`src/rtl/alu_exec_unit.sv`:
```
// Execute stage: ALU control decode, 32-bit ALU, PC adders, one output register stage.
// Optional build macro ALU_OVF_EN adds signed-overflow detection for ADD/SUB.
module alu_exec_unit #(
  parameter int unsigned DATA_W = 32
) (
  input  logic              clk,
  input  logic              rst_n,
  input  logic              en,
  input  logic [1:0]        aluop,
  input  logic [5:0]        funct,
  input  logic [4:0]        shamt,
  input  logic [DATA_W-1:0] a,
  input  logic [DATA_W-1:0] b,
  input  logic [DATA_W-1:0] pc,
  input  logic [DATA_W-1:0] imm_ext,
  input  logic              branch,
  output logic [DATA_W-1:0] result,
  output logic              zero,
  output logic [2:0]        gout,
  output logic [DATA_W-1:0] pc_plus4,
  output logic [DATA_W-1:0] next_pc,
  output logic              ovf,
  output logic              valid
);

  localparam int unsigned OP_W = 3;

  localparam logic [OP_W-1:0] OP_AND = 3'b000;
  localparam logic [OP_W-1:0] OP_OR  = 3'b001;
  localparam logic [OP_W-1:0] OP_ADD = 3'b010;
  localparam logic [OP_W-1:0] OP_SLL = 3'b011;
  localparam logic [OP_W-1:0] OP_SRL = 3'b100;
  localparam logic [OP_W-1:0] OP_NOR = 3'b101;
  localparam logic [OP_W-1:0] OP_SUB = 3'b110;
  localparam logic [OP_W-1:0] OP_SLT = 3'b111;

  logic [OP_W-1:0]   gout_c;
  logic [DATA_W-1:0] sum_c;
  logic [DATA_W-1:0] diff_c;
  logic [DATA_W-1:0] result_c;
  logic              zero_c;
  logic              ovf_c;
  logic [DATA_W-1:0] pc_plus4_c;
  logic [DATA_W-1:0] target_c;
  logic [DATA_W-1:0] next_pc_c;

  logic [DATA_W-1:0] result_q, pc_plus4_q, next_pc_q;
  logic [OP_W-1:0]   gout_q;
  logic              zero_q, ovf_q, valid_q;

  // ALU control decode
  always_comb begin
    gout_c = OP_ADD;
    unique case (aluop)
      2'b01:   gout_c = OP_SUB;
      2'b10: begin
        unique case (funct)
          6'b100000: gout_c = OP_ADD;
          6'b100010: gout_c = OP_SUB;
          6'b100100: gout_c = OP_AND;
          6'b100101: gout_c = OP_OR;
          6'b101010: gout_c = OP_SLT;
          6'b100111: gout_c = OP_NOR;
          6'b000000: gout_c = OP_SLL;
          6'b000010: gout_c = OP_SRL;
          default:   gout_c = OP_ADD;
        endcase
      end
      default: gout_c = OP_ADD;
    endcase
  end

  assign sum_c  = a + b;
  assign diff_c = a - b;

  always_comb begin
    result_c = sum_c;
    unique case (gout_c)
      OP_AND:  result_c = a & b;
      OP_OR:   result_c = a | b;
      OP_ADD:  result_c = sum_c;
      OP_SLL:  result_c = b << shamt;
      OP_SRL:  result_c = b >> shamt;
      OP_NOR:  result_c = ~(a | b);
      OP_SUB:  result_c = diff_c;
      OP_SLT:  result_c = DATA_W'($signed(a) < $signed(b));
      default: result_c = sum_c;
    endcase
  end

  assign zero_c = (result_c == '0);

`ifdef ALU_OVF_EN
  // Overflow only meaningful for ADD/SUB; the wrapped result is still delivered
  always_comb begin
    ovf_c = 1'b0;
    if (gout_c == OP_ADD)
      ovf_c = (a[DATA_W-1] == b[DATA_W-1]) && (sum_c[DATA_W-1] != a[DATA_W-1]);
    else if (gout_c == OP_SUB)
      ovf_c = (a[DATA_W-1] != b[DATA_W-1]) && (diff_c[DATA_W-1] != a[DATA_W-1]);
  end
`else
  assign ovf_c = 1'b0;
`endif

  assign pc_plus4_c = pc + DATA_W'(4);
  assign target_c   = pc_plus4_c + (imm_ext << 2);
  assign next_pc_c  = (branch && zero_c) ? target_c : pc_plus4_c;

  // Output register stage; data holds when en is low, valid tracks en
  always_ff @(posedge clk or negedge rst_n) begin
    if (!rst_n) begin
      result_q   <= '0;
      zero_q     <= 1'b0;
      gout_q     <= '0;
      pc_plus4_q <= '0;
      next_pc_q  <= '0;
      ovf_q      <= 1'b0;
      valid_q    <= 1'b0;
    end else begin
      valid_q <= en;
      if (en) begin
        result_q   <= result_c;
        zero_q     <= zero_c;
        gout_q     <= gout_c;
        pc_plus4_q <= pc_plus4_c;
        next_pc_q  <= next_pc_c;
        ovf_q      <= ovf_c;
      end
    end
  end

  assign result   = result_q;
  assign zero     = zero_q;
  assign gout     = gout_q;
  assign pc_plus4 = pc_plus4_q;
  assign next_pc  = next_pc_q;
  assign ovf      = ovf_q;
  assign valid    = valid_q;

endmodule

```
`config.mk`:
```
export PLATFORM = sky130hd
export DESIGN_NAME = alu_exec_unit
export DESIGN_NICKNAME = d
export VERILOG_FILES = /design/src/rtl/alu_exec_unit.sv
export SDC_FILE = /design/constraint.sdc
export NUM_CORES = 1
export LEC_CHECK = 0
export CORE_MARGIN = 2
export CORE_UTILIZATION = 40
export DETAILED_ROUTE_END_ITERATION = 7
export SLEW_MARGIN = 20
export SYNTH_ARGS = -nofsm -noshare
export SYNTH_HDL_FRONTEND = slang
export SYNTH_SLANG_ARGS = --single-unit
```
`constraint.sdc`:
```
create_clock -name clk -period 2.4 [get_ports clk]
set_clock_uncertainty 0.2 [all_clocks]
set_input_delay 0.72 -clock clk [delete_from_list [all_inputs] [get_ports clk]]
set_output_delay 0.72 -clock clk [all_outputs]
set_load 0.05 [all_outputs]
```
==> Implementation_results.wiki <==
{| class="wikitable"
! Metric !! Value
|-
| # nets final || about 3400
|-
| Layout Area Growth over Synthesis || 90.6%
|-
| Setup repair after global routing missed its margin || yes
|-
| Number of setup violations in the final report || 74
|-
| Number of CTS-inserted buffers || 9
|-
| Yosys warns || 0
|-
| Largest net degree at the start of global routing || between 40 and 50
|-
| Global-route congestion overflow total || 0
|-
| Clock network latency to the later pin of the worst-skew pair || 0.37 ns
|-
| Critical Path Fanout Max || 8
|-
| Weighted congestion reported at the end of routability-driven placement || ~1.1
|-
| Root buffer selected by CTS || sky130_fd_sc_hd__clkbuf_16
|-
| Post-route clock period utilization || 1.99
|-
| Total design power || roughly 12000 uW
|-
| Clock tree sinks || 99
|-
| Worst Hold Class || in2async
|-
| Quantity of I/O buffers inserted on ports || about 240
|-
| Vias in the first global route || between 20000 and 25000
|-
| # diodes || 0
|-
| # IOs || 247
|-
| Crit path setup slack, layout || -2.38 ns
|-
| Status || finished, violations left
|-
| Max Buffers Root-to-Sink || 2
|-
| Cell area after technology mapping || 15700 um2
|-
| Commonest cells in the synthesized netlist || sky130_fd_sc_hd__nor2_1 (206), sky130_fd_sc_hd__inv_1 (149), sky130_fd_sc_hd__nand2_1 (144), sky130_fd_sc_hd__ha_1 (132), sky130_fd_sc_hd__a21oi_1 (125)
|-
| Critical path's largest stage delay || 0.58 ns
|-
| CTS HTree Levels || 3
|-
| Post-synth EDFFs || 0
|-
| Main area contributors after synthesis || sky130_fd_sc_hd__dfrtp_1 (16%), sky130_fd_sc_hd__ha_1 (10%), sky130_fd_sc_hd__mux4_2 (6.9%), sky130_fd_sc_hd__nor2_1 (4.9%), sky130_fd_sc_hd__mux2_2 (4.1%)
|-
| VDD IR max || between 700 and 800 uV
|-
| Avg Inst Size Synth || between 7 and 8 um2
|-
| Violations in the final reports || negative setup slack
|-
| Fraction of registers with async set/reset || 1.00
|-
| Top FF cell, synth || sky130_fd_sc_hd__dfrtp_1
|-
| Initial Utilization || 0.406
|-
| Power density over the cells || just over 400 nW/um2
|-
| CTS tree || done
|-
| Final standard cell area without fillers || around 30000 um2
|-
| Detail Placement HPWL || 73900 um
|-
| Fraction of synthesized cell area taken by the top area cell type || 0.157
|-
| Placeable core area || 38700 um2
|-
| DRC violations left || 0
|-
| Final min period || about 4.8 ns
|-
| Post-CTS clock slew at the launch and capture registers of the worst setup and hold paths || about 0.080 ns
|-
| Number of synthesized register bits || 99
|-
| Maxcap violations || 0
|-
| Cell Rows || 72
|-
| Hold violation count in the final report || 0
|-
| Crit end category || flip-flop
|-
| Worst path required time || about 2.5 ns
|-
| Cell count after synthesis || between 2000 and 2500
|-
| Initial drt markers || 2167
|-
| CP max-delay cell || sky130_fd_sc_hd__mux4_2
|-
| Type of the setup path with the least slack || in2reg
|-
| Tightest slew margin relative to the limit || 0.328
|-
| First-pass GRT wire length || about 140000 um
|-
| Post-place instance area || between 20000 and 30000 um2
|-
| Routed Wire Length || a little over 100000 um
|-
| Layout cells sized above 1 || 0.559
|-
| Utilization of the core after routing || 0.774
|-
| X dimension of the die || approximately 200 um
|-
| Routed via count divided by cell count || ~6.3
|-
| Max frequency || approximately 210 MHz
|-
| Sequential cell area fraction in the yosys report || 0.157
|-
| Number of fillers in the final layout || 2653
|-
| Post-detailed-route wirelength per cell || between 20 and 30 um
|-
| Pin slew with the least headroom to its limit || 1.00 ns
|-
| Library cell occupying the most area in the post-synthesis netlist || sky130_fd_sc_hd__dfrtp_1
|-
| Number of distinct standard cells referenced by the synthesized netlist || 90
|-
| Cell breakdown of the critical path || buf_16 -> buf_6 -> mux4_2 -> mux4_2 -> a32oi_2 -> o211ai_1 -> buf_4 -> o32ai_4 -> nand2_1 -> or4b_4 -> nor4_4 -> buf_4 -> and4_4 -> buf_12 -> nand2_8 -> a221o_1
|-
| Height of the die || 202 um
|-
| Via Count || 23100
|-
| Die outline area || 41000 um2
|-
| Arrival time of data at the critical path endpoint || a little under 5 ns
|-
| All-layer global routing usage || 0.460
|-
| Leakage power figure || between 0.01 and 0.015 uW
|-
| Pins over their slew limit || 0
|-
| Most frequent cell after synthesis || sky130_fd_sc_hd__nor2_1
|-
| Count of TritonRoute iterations in the first routing pass || 6
|-
| CP Launch Type || input port
|-
| Number of nets in the synthesized netlist || between 2000 and 2500
|-
| Detail Route Antenna Nets || 0
|-
| Initial antenna violation count || 1
|}
[registers in the layout, summed over array words and instances, names as in the netlist]
signal / count
gout: 3
next_pc: 30
pc_plus4: 32
result: 32
valid: 1
zero: 1
[metal layers]
| metal | GRT usage | share of wire | wire [um] |
|---|---|---|---|
| met2 | 0.754 | 0.45 | 45600 |
| met1 | 0.526 | 0.35 | 35200 |
| met5 | 0 | 0.00011 | 11 |
| met4 | 0.357 | 0.10 | 10300 |
| met3 | 0.0905 | 0.098 | 9920 |
[final timing paths]
path / startpoint / endpoint / slack [ns] / cells past startpoint
worst min-delay path: rst_n / pc_plus4[21] / 0.03 / 1
worst max register to register: next_pc[31] / next_pc[31] / 1.16 / 2
max in group asynchronous: rst_n / pc_plus4[27] / 1.41 / 2
min in group clk: pc_plus4[23] / pc_plus4[23] / 0.28 / 1
worst min register to register: pc_plus4[23] / pc_plus4[23] / 0.28 / 1
worst max-delay path: shamt[0] / next_pc[29] / -2.38 / 16
[kinds of logic after synthesis]
kind of cell / after synthesis / share of synthesized area
flops: 99 / 0.157
other cells: 1 / 0.000238
simple gates: 677 / 0.212
xor+xnor: 82 / 0.0456
buf+inv: 280 / 0.0715
fa+ha+maj: 135 / 0.109
mux: 151 / 0.139
compound gates: 612 / 0.266
[final cells by class]
cell class / count / area (um2) / area share
Timing Repair Buffer: 1248 / 10600 / 0.354
Inverter: 150 / 677 / 0.0226
Clock buffer: 11 / 233 / 0.00776
Multi-Input combinational cell: 1660 / 15300 / 0.511
Tap cell: 518 / 648 / 0.0216
Sequential cell: 99 / 2480 / 0.0826
Clock inverter: 4 / 27.5 / 0.000918
[worst max-delay path, delay by kind of cell]
kind | cells | cell delay [ns]
compound gates | 4 | 1.04
buf+inv | 5 | 0.73
mux | 2 | 1.15
simple gates | 5 | 1.16
[per-stage QoR]
stage / hold slack, ns / setup TNS, ns / cells / worst slack [ns]
final: 0.0257 / -108.63 / 3690 / -2.38
after floorplan: 0.224 / -89.05 / 2037 / -2.26
after CTS: 0.0301 / -111.23 / 3630 / -2.43
after global routing: 0.0424 / -113.06 / 3690 / -2.45
after global placement: 0.267 / -184.30 / 3510 / -3.40
after detailed placement: 0.270 / -188.79 / 3510 / -3.50
[power by group]
part,switching (uW),internal [uW]
Combinational,4740,3930
Clock,689,701
Sequential,156,1890
[cells in the final DEF, fill, tap and decap left out, types with 51 or more instances in the layout]
cell type,n
sky130_fd_sc_hd__nor2_1,169
sky130_fd_sc_hd__inv_1,97
sky130_fd_sc_hd__clkdlybuf4s50_1,51
sky130_fd_sc_hd__nand2_1,129
sky130_fd_sc_hd__buf_6,143
sky130_fd_sc_hd__a21o_1,55
sky130_fd_sc_hd__buf_4,942
sky130_fd_sc_hd__a21oi_1,97
sky130_fd_sc_hd__ha_1,87
sky130_fd_sc_hd__o21ai_0,69
sky130_fd_sc_hd__dfrtp_1,99
[repair_timing]
action,in CTS,in global routing
endpoints found under the hold margin,0,0
hold buffers,0,0
gates cloned,3,1
resized for setup,613,392
setup buffers,114,84
endpoints found under the setup margin,87,75
pin swaps,153,187
No activity file was read; power rests on OpenSTA's default activity.
